<file path="src/rtl/gcd3_job_sched_if.sv">
// Stream, core-side and status signals of gcd3_job_sched bundled in one interface.
// slave is the scheduler's view; master is the view of its surroundings (feeder, core, consumer).
interface gcd3_job_sched_if;
    logic       in_valid;
    logic       in_ready;
    logic [2:0] in_a;
    logic [2:0] in_b;
    logic [2:0] core_a;
    logic [2:0] core_b;
    logic       core_load;
    logic [2:0] core_c;
    logic       out_valid;
    logic       out_ready;
    logic [2:0] out_gcd;
    logic [2:0] out_a;
    logic [2:0] out_b;
    logic       busy;

    modport slave (
        input  in_valid, in_a, in_b, core_c, out_ready,
        output in_ready, core_a, core_b, core_load, out_valid, out_gcd, out_a, out_b, busy
    );

    modport master (
        output in_valid, in_a, in_b, core_c, out_ready,
        input  in_ready, core_a, core_b, core_load, out_valid, out_gcd, out_a, out_b, busy
    );
endinterface

</file>
<file path="src/rtl/gcd3_job_sched.sv">
// Operand FIFO and job sequencer around the 3-bit GCD core; result held until accepted.
// Optional GCD3_JOB_SCHED_ZERO_BYPASS_EN: pairs with a zero operand skip the core (result a|b).
module gcd3_job_sched #(
    parameter int unsigned DEPTH         = 4,
    parameter int unsigned SETTLE_CYCLES = 8
) (
    input logic             clk,
    input logic             rst_n,
    gcd3_job_sched_if.slave bus
);

    localparam int unsigned AW = $clog2(DEPTH);
    localparam int unsigned CW = AW + 1;
    localparam int unsigned SW = $clog2(SETTLE_CYCLES + 1);

    localparam logic [1:0] IDLE = 2'd0;
    localparam logic [1:0] LOAD = 2'd1;
    localparam logic [1:0] RUN  = 2'd2;
    localparam logic [1:0] DONE = 2'd3;

    logic [5:0]    mem [DEPTH];
    logic [AW-1:0] wr_ptr;
    logic [AW-1:0] rd_ptr;
    logic [CW-1:0] count;
    logic [CW-1:0] count_n;
    logic [1:0]    state;
    logic [1:0]    state_n;
    logic [SW-1:0] settle;
    logic          push;
    logic          pop;
    logic [2:0]    head_a;
    logic [2:0]    head_b;
`ifdef GCD3_JOB_SCHED_ZERO_BYPASS_EN
    logic          bypass_q;
    logic          head_zero;
`endif

    always_comb begin
        // in_ready already encodes !full, so a full FIFO refuses even when popping
        push   = bus.in_valid && bus.in_ready;
        pop    = (state == IDLE) && (count != '0);
        head_a = mem[rd_ptr][5:3];
        head_b = mem[rd_ptr][2:0];
`ifdef GCD3_JOB_SCHED_ZERO_BYPASS_EN
        head_zero = (head_a == 3'd0) || (head_b == 3'd0);
`endif

        count_n = count;
        if (push && !pop) begin
            count_n = count + CW'(1);
        end else if (pop && !push) begin
            count_n = count - CW'(1);
        end

        state_n = state;
        case (state)
            IDLE: if (pop) state_n = LOAD;
            LOAD:
`ifdef GCD3_JOB_SCHED_ZERO_BYPASS_EN
                if (bypass_q) state_n = DONE;
                else
`endif
                state_n = RUN;
            RUN:  if (settle == '0) state_n = DONE;
            DONE: if (bus.out_ready) state_n = IDLE;
            default: state_n = IDLE;
        endcase
    end

    always_ff @(posedge clk) begin
        if (push) begin
            mem[wr_ptr] <= {bus.in_a, bus.in_b};
        end
    end

    always_ff @(posedge clk) begin
        if (!rst_n) begin
            wr_ptr        <= '0;
            rd_ptr        <= '0;
            count         <= '0;
            state         <= IDLE;
            settle        <= '0;
            bus.in_ready  <= 1'b0;
            bus.core_a    <= '0;
            bus.core_b    <= '0;
            bus.core_load <= 1'b0;
            bus.out_valid <= 1'b0;
            bus.out_gcd   <= '0;
            bus.out_a     <= '0;
            bus.out_b     <= '0;
            bus.busy      <= 1'b0;
`ifdef GCD3_JOB_SCHED_ZERO_BYPASS_EN
            bypass_q      <= 1'b0;
`endif
        end else begin
            if (push) wr_ptr <= wr_ptr + AW'(1);
            if (pop)  rd_ptr <= rd_ptr + AW'(1);
            count        <= count_n;
            state        <= state_n;
            // Status flags are registered from next-state values so they line up with count/state
            bus.in_ready <= (count_n != CW'(DEPTH));
            bus.busy     <= (state_n != IDLE) || (count_n != '0);

            case (state)
                IDLE: begin
                    if (pop) begin
                        bus.core_a <= head_a;
                        bus.core_b <= head_b;
`ifdef GCD3_JOB_SCHED_ZERO_BYPASS_EN
                        bus.core_load <= !head_zero;
                        bypass_q      <= head_zero;
`else
                        bus.core_load <= 1'b1;
`endif
                    end
                end
                LOAD: begin
                    bus.core_load <= 1'b0;
                    settle        <= SW'(SETTLE_CYCLES);
`ifdef GCD3_JOB_SCHED_ZERO_BYPASS_EN
                    if (bypass_q) begin
                        bus.out_gcd   <= bus.core_a | bus.core_b;
                        bus.out_a     <= bus.core_a;
                        bus.out_b     <= bus.core_b;
                        bus.out_valid <= 1'b1;
                    end
`endif
                end
                RUN: begin
                    if (settle == '0) begin
                        bus.out_gcd   <= bus.core_c;
                        bus.out_a     <= bus.core_a;
                        bus.out_b     <= bus.core_b;
                        bus.out_valid <= 1'b1;
                    end else begin
                        settle <= settle - SW'(1);
                    end
                end
                DONE: begin
                    if (bus.out_ready) bus.out_valid <= 1'b0;
                end
                default: ;
            endcase
        end
    end

endmodule

</file>
<file path="src/flat_wrapper.sv">
// flat-port wrapper written by rule: the top's interface ports become plain ports
module gcd3_job_sched_flat 
#(
    parameter int unsigned DEPTH         = 4,
    parameter int unsigned SETTLE_CYCLES = 8
)
  (clk, rst_n, bus_in_valid, bus_in_a, bus_in_b, bus_core_c, bus_out_ready, bus_in_ready, bus_core_a, bus_core_b, bus_core_load, bus_out_valid, bus_out_gcd, bus_out_a, bus_out_b, bus_busy);
  gcd3_job_sched_if bus_i ();
  input logic clk;
  input logic rst_n;
  input wire logic [$bits(bus_i.in_valid)-1:0] bus_in_valid;
  input wire logic [$bits(bus_i.in_a)-1:0] bus_in_a;
  input wire logic [$bits(bus_i.in_b)-1:0] bus_in_b;
  input wire logic [$bits(bus_i.core_c)-1:0] bus_core_c;
  input wire logic [$bits(bus_i.out_ready)-1:0] bus_out_ready;
  output wire logic [$bits(bus_i.in_ready)-1:0] bus_in_ready;
  output wire logic [$bits(bus_i.core_a)-1:0] bus_core_a;
  output wire logic [$bits(bus_i.core_b)-1:0] bus_core_b;
  output wire logic [$bits(bus_i.core_load)-1:0] bus_core_load;
  output wire logic [$bits(bus_i.out_valid)-1:0] bus_out_valid;
  output wire logic [$bits(bus_i.out_gcd)-1:0] bus_out_gcd;
  output wire logic [$bits(bus_i.out_a)-1:0] bus_out_a;
  output wire logic [$bits(bus_i.out_b)-1:0] bus_out_b;
  output wire logic [$bits(bus_i.busy)-1:0] bus_busy;
  assign bus_i.in_valid = bus_in_valid;
  assign bus_i.in_a = bus_in_a;
  assign bus_i.in_b = bus_in_b;
  assign bus_i.core_c = bus_core_c;
  assign bus_i.out_ready = bus_out_ready;
  assign bus_in_ready = bus_i.in_ready;
  assign bus_core_a = bus_i.core_a;
  assign bus_core_b = bus_i.core_b;
  assign bus_core_load = bus_i.core_load;
  assign bus_out_valid = bus_i.out_valid;
  assign bus_out_gcd = bus_i.out_gcd;
  assign bus_out_a = bus_i.out_a;
  assign bus_out_b = bus_i.out_b;
  assign bus_busy = bus_i.busy;
  gcd3_job_sched #(.DEPTH(DEPTH), .SETTLE_CYCLES(SETTLE_CYCLES)) u_core (.clk(clk), .rst_n(rst_n), .bus(bus_i));
endmodule
</file>
<file path="config.mk">
export PLATFORM = sky130hd
export DESIGN_NAME = gcd3_job_sched_flat
export DESIGN_NICKNAME = d
export VERILOG_FILES = /design/src/rtl/gcd3_job_sched_if.sv /design/src/rtl/gcd3_job_sched.sv /design/src/flat_wrapper.sv
export SDC_FILE = /design/constraint.sdc
export NUM_CORES = 1
export LEC_CHECK = 0
export CAP_MARGIN = 20
export CORE_ASPECT_RATIO = 0.5
export CORE_MARGIN = 2
export CORE_UTILIZATION = 36
export CTS_CLUSTER_DIAMETER = 120
export CTS_CLUSTER_SIZE = 10
export DETAILED_ROUTE_END_ITERATION = 8
export DONT_BUFFER_PORTS = 1
export GPL_ROUTABILITY_DRIVEN = 0
export PLACE_DENSITY = 0.55
export SLEW_MARGIN = 10
export SYNTH_ARGS = -nofsm -noshare
export SYNTH_HDL_FRONTEND = slang
export SYNTH_SLANG_ARGS = --single-unit
</file>
<file path="constraint.sdc">
create_clock -name clk -period 4.85 [get_ports clk]
set_input_delay 0.97 -clock clk [delete_from_list [all_inputs] [get_ports clk]]
set_output_delay 0.97 -clock clk [all_outputs]
set_load 0.01 [all_outputs]
</file>
# Word level (Yosys, flattened, before mapping)
# Memory sizes are Yosys's and may differ from the RTL's. A register that Yosys moved wholly into a read port is not among the register bits.
# Index checks and enable logic that the tools add are counted.
[totals]
mem_count = 1
ff_bits = 26
ram_bits = 24
wordCells = 62
out_inout_bits = 19
[memory_table]
columns = ["memory", "depth", "width", "rd", "rd_ports_with_merged_regs", "wr", "line_no", "text"]
rows = [
  ["u_core.mem", 4, 6, 1, 1, 1, "gcd3_job_sched.sv:21", "logic [5:0] mem [DEPTH];"],
]
[classes]
n_eq_ne = 8
n_addsub = 5
reduce_logical = 21
mux = 15
[op_table]
columns = ["operator", "n"]
rows = [
  ["one-hot mux 2 bit (4 select lines)", 1],
  ["one-hot mux 4 bit (2 select lines)", 1],
  ["AND reduction 2 bit", 4],
  ["nonzero test 2 bit", 4],
  ["2-to-1 mux 2 bit", 3],
  ["2-to-1 mux 3 bit", 2],
  ["nonzero test 3 bit", 2],
  ["2-to-1 mux 1 bit", 5],
  ["adder 2 x 1 -> 2 bit, second input constant", 2],
  ["== test 2 bit, second input constant", 2],
  ["logical AND 1 bit", 4],
  ["logical NOT 4 bit", 1],
  ["2-to-1 mux 4 bit", 1],
  ["inequality test 2 x 1 -> 1 bit, second input constant", 2],
  ["inequality test 2 bit, second input constant", 2],
  ["one-hot mux 1 bit (2 select lines)", 2],
  ["subtractor 4 x 1 -> 4 bit, second input constant", 1],
  ["adder 3 x 1 -> 3 bit, second input constant", 1],
  ["logical NOT 1 bit", 3],
  ["inequality test 3 bit, second input constant", 1],
  ["AND reduction 3 bit", 1],
  ["subtractor 3 x 1 -> 3 bit, second input constant", 1],
  ["== test 2 x 1 -> 1 bit, second input constant", 1],
  ["logical NOT 2 bit", 1],
  ["logical OR 1 bit", 1],
]

# Depth between registers and ports, before layout
[depth]
depth_word = 7
mapped_depth = 8
ltp_nobuf = 7

# Worst setup path after synthesis
# No wires, ideal clock.
[synth_timing]
path_type = "register -> register"
from = "reg u_core.count[0]"
to = "reg u_core.bus.busy"
n_path_buf = 1
stages_incl_launch_ff = 9
t_arrival_ps = 1985
setup_ps = 120
setup_slack_ps = 2745
required_ps = 4730
period_less_slack_ps = 2105
path_cell_list = "dfxtp_1 inv_1 ha_1 ha_1 or3_1 buf_6 a221oi_4 o21ba_1 o31a_1"
[synth_between]
elab_chain_len = 7
[synth_rtl]
columns = ["element", "line_no", "text"]
rows = [
  ["start, declared", "gcd3_job_sched.sv:24", "logic [CW-1:0] count;"],
  ["start signal, assigned", "gcd3_job_sched.sv:98", "count <= count_n;"],
  ["branches (longest 6 deep; another with subtractor 3 x 1 -> 3 bit)", "-", ""],
  ["logical OR 1 bit (*)", "gcd3_job_sched.sv:102", "bus.busy <= (state_n != IDLE) || (count_n != '0);"],
  ["end signal, assigned", "gcd3_job_sched.sv:102", ""],
  ["end, declared", "gcd3_job_sched_if.sv:21", "output in_ready, core_a, core_b, core_load, out_valid, out_gcd, out_a, out_b, busy"],
]
# Mark *: on every way between the ends.
# A chain may end at the register's enable or synchronous reset.

# Final worst setup path
# Same ends and word-level chain as after synthesis.

==> flow_summary_export.csv <==
group,metric,value,unit
yosys,syn_area,2385,um2
setup_path,r2r_cells,6,
cts,cts_resized,0,
timing,layout_setup_ws,2502,ps
cts,cts_num_sinks,56,
floorplanning,io_pins,32,
timing,setup_violations,0,
setup_path,cp_max_fo,8,
status,status,"finished, final reports clean",
layout,register_area,1361,um2
layout,postLayoutCellArea,2631,um2
setup_path,startpoint,"u_core.count[0]$_SDFF_PN0_",
setup_path,arrival,2520,ps
drt,vias,1361,
timing,finalClockSkew,6.563,ps
yosys,yosysTopAreaCell,"edfxtp_1",
floorplanning,coreArea,6231,um2
drt,ant_nets,0,
layout,layout-drive-gt1-share,8.205,%
setup_path,startpoint_type,"register",
cts,root_buffer,"clkbuf_16",
floorplanning,num_rows,20,
power,p_per_area,580.8,nW/um2
cts,cts_tree,"yes",
timing,slew_viol_final,0,
yosys,syn_nets,216,
floorplanning,start_util,38.27,%
drt,wl_met2,1998,um
hold_path,min_to,"u_core.wr_ptr[1]$_SDFFE_PN0P_",
timing,finalHoldViolCount,0,
power,peakVddDrop,158.3,uV
grt,grtUsageTotal,12.51,%
timing,rsz0062_at_grt,"no",
placement,port_buffers,0,
yosys,synthArstFlopShare,0,%
floorplanning,die-area,7331,um2
yosys,yosys-top-cells-area,"edfxtp_1, dfxtp_1, mux4_2",
timing,relSlewSlack,46.27,%
cts,clk_pin_slew,70,ps
layout,layout.nets,215,
cts,numCtsBuffers,5,
power,total_power,0.001528,W
cts,cts.path.max_buffers,2,
yosys,ys_ff_latch,56,
drt,met1_length,1999,um
layout,multi_input_area,950.9,um2
grt,overflow,0,
setup_path,worstSetupEndpointType,"register",
yosys,synth_cell_type_count,35,
grt,grt_max_degree,33,
grt,grt_pass1_wl,6969,um
floorplanning,die_x,119.1,um
drt,avgViaCountPerCell,4.809,
placement,place_ws,2524,ps
grt,antenna_found_initial,0,
setup_path,reg2reg_from,"u_core.count[0]$_SDFF_PN0_",
yosys,synth.most_common_cell,"dfxtp_1",
placement,dpl-instance-area,2460,um2
cts,htreeDepth,2,
hold_path,min_from,"u_core.wr_ptr[1]$_SDFFE_PN0P_",
grt,first_global_vias,1421,
layout,final_util,42.23,%
setup_path,r2r_slack,2500,ps
flow_run,drv_cap,0,
power,leakagePower,0.9943,nW
layout,antenna-diode-count,0,
yosys,ys_seq_area_share,57.08,%
cts,postCtsSetupBuffers,0,
layout,areaGrowthSynthToFinish,10.34,%
timing,fin_crit_sh,48.41,%
yosys,synth_top_area_share,30.22,%
cts,hold_buffers,0,
drt,drc,0,
drt,top_layer,"met4",
yosys,synth_enable_flop_cells,24,
yosys,syn_inst,195,
drt,wl_per_cell,14.92,um
setup_path,cp.required,5030,ps
cts,clk_latency,290,ps
yosys,syn_avg_cell_area,12.23,um2
setup_path,r2r-end,"u_core.bus.busy$_SDFF_PN0_",
drt,drtPass1Iterations,4,
drt,route.met3.wl,190,um
timing,worst_pin_slew,795.9,ps
timing,fin_setup_tns,0,ps
layout,fillers,590,
hold_path,hold_class,"reg2reg",
yosys,yosysWarnings,0,
floorplanning,die_h,61.55,um
drt,drt-total-wl,4223,um
yosys,netlist_top_cells_count,"dfxtp_1, edfxtp_1, nand2_1, a21boi_0",
hold_path,holdPathStages,2,
setup_path,setup.worst_path.class,"reg2reg",
drt,drt_iter0_markers,56,
placement,hpwl,2880,um
yosys,ys.flop_type,"dfxtp_1",
timing,fmax,0.4259,GHz
timing,finalCriticalPeriod,2348,ps
[logic make-up after synthesis]
family	count (synthesis)	synth area share [%]
simple gates	66	14.17
xor+xnor	6	2.204
fa+ha+maj	8	4.197
compound gates	26	9.444
mux	16	9.864
flops	56	57.08
buf+inv	17	3.043
[critical path: stages (launching register included)]
cell and delay, ps:
dfxtp_1 380, inv_1 90, ha_1 200, ha_1 280, o311ai_0 700, a32oi_1 270, o31a_1 320
[sequential cells by signal, indices dropped and copies added, names as in the netlist]
register,cells
u_core.bus.out_b,3
u_core.bus.out_valid,1
u_core.bus.out_gcd,3
u_core.bus.busy,1
u_core.settle,4
u_core.rd_ptr,2
u_core.bus.out_a,3
u_core.state,2
u_core.mem,24
u_core.bus.core_b,3
u_core.bus.core_load,1
u_core.wr_ptr,2
u_core.count,3
u_core.bus.in_ready,1
u_core.bus.core_a,3
[through the flow]
stage	std cells	hold WS, ps
finish	283	522.5
global route	283	543.9
CTS	283	518.3
detailed placement	275	507.6
global placement	275	501.5
floorplan	195	476.5
[layout by cell type, fill, tap and decap left out, drive strengths merged]
cell / Yosys / layout
a2111o: 1 / 1
a21boi: 11 / 11
a21oi: 1 / 1
a221oi: 1 / 1
a31oi: 2 / 2
a32oi: 1 / 1
and2: 5 / 5
and3: 4 / 4
and3b: 1 / 1
buf: 2 / 1
bufinv: 0 / 1
clkbuf: 7 / 5
clkinv: 0 / 1
dfxtp: 32 / 32
edfxtp: 24 / 24
ha: 8 / 8
inv: 8 / 9
mux2i: 10 / 10
mux4: 6 / 6
nand2: 22 / 22
nand2b: 5 / 5
nand3: 3 / 3
nand4b: 1 / 1
nor2: 7 / 7
nor2b: 10 / 10
nor3: 4 / 4
nor3b: 1 / 1
nor4: 1 / 1
o211a: 2 / 2
o21a: 2 / 2
o21ba: 1 / 1
o311ai: 1 / 1
o31a: 2 / 2
o31ai: 1 / 1
or3: 2 / 2
xnor2: 6 / 6
[worst max-delay path by stage]
stage	to	slack, ps	depth (start not counted)
2_1_floorplan	u_core.bus.busy$_SDFF_PN0_	2750	8
3_5_place_dp	u_core.bus.busy$_SDFF_PN0_	2520	7
4_1_cts	u_core.bus.busy$_SDFF_PN0_	2500	7
3_3_place_gp	u_core.bus.busy$_SDFF_PN0_	2600	7
5_1_grt	u_core.bus.busy$_SDFF_PN0_	2330	6
6_report	u_core.bus.busy$_SDFF_PN0_	2500	6
[final cells by class]
| type | count | share of cell area [%] |
|---|---|---|
| Clock buffer | 5 | 4.755 |
| Clock inverter | 3 | 1.759 |
| Inverter | 8 | 1.141 |
| Multi-Input combinational cell | 122 | 36.14 |
| Sequential cell | 56 | 51.74 |
| Tap cell | 88 | 4.185 |
| Timing Repair Buffer | 1 | 0.2853 |
[power breakdown]
part           switching, W  internal, W  leakage (nW)
clock              0.000166     0.000246        0.0857
combinational      0.000204     0.000204         0.429
sequential         0.000127     0.000581         0.480
[routing by layer]
layer	vias up	global-route usage [%]
met5	-	0
met4	0	3.571
met3	2	4.167
met2	17	22.82
met1	651	14.64
li1	691	-
Note: power is estimated with default switching activity, not from simulation.
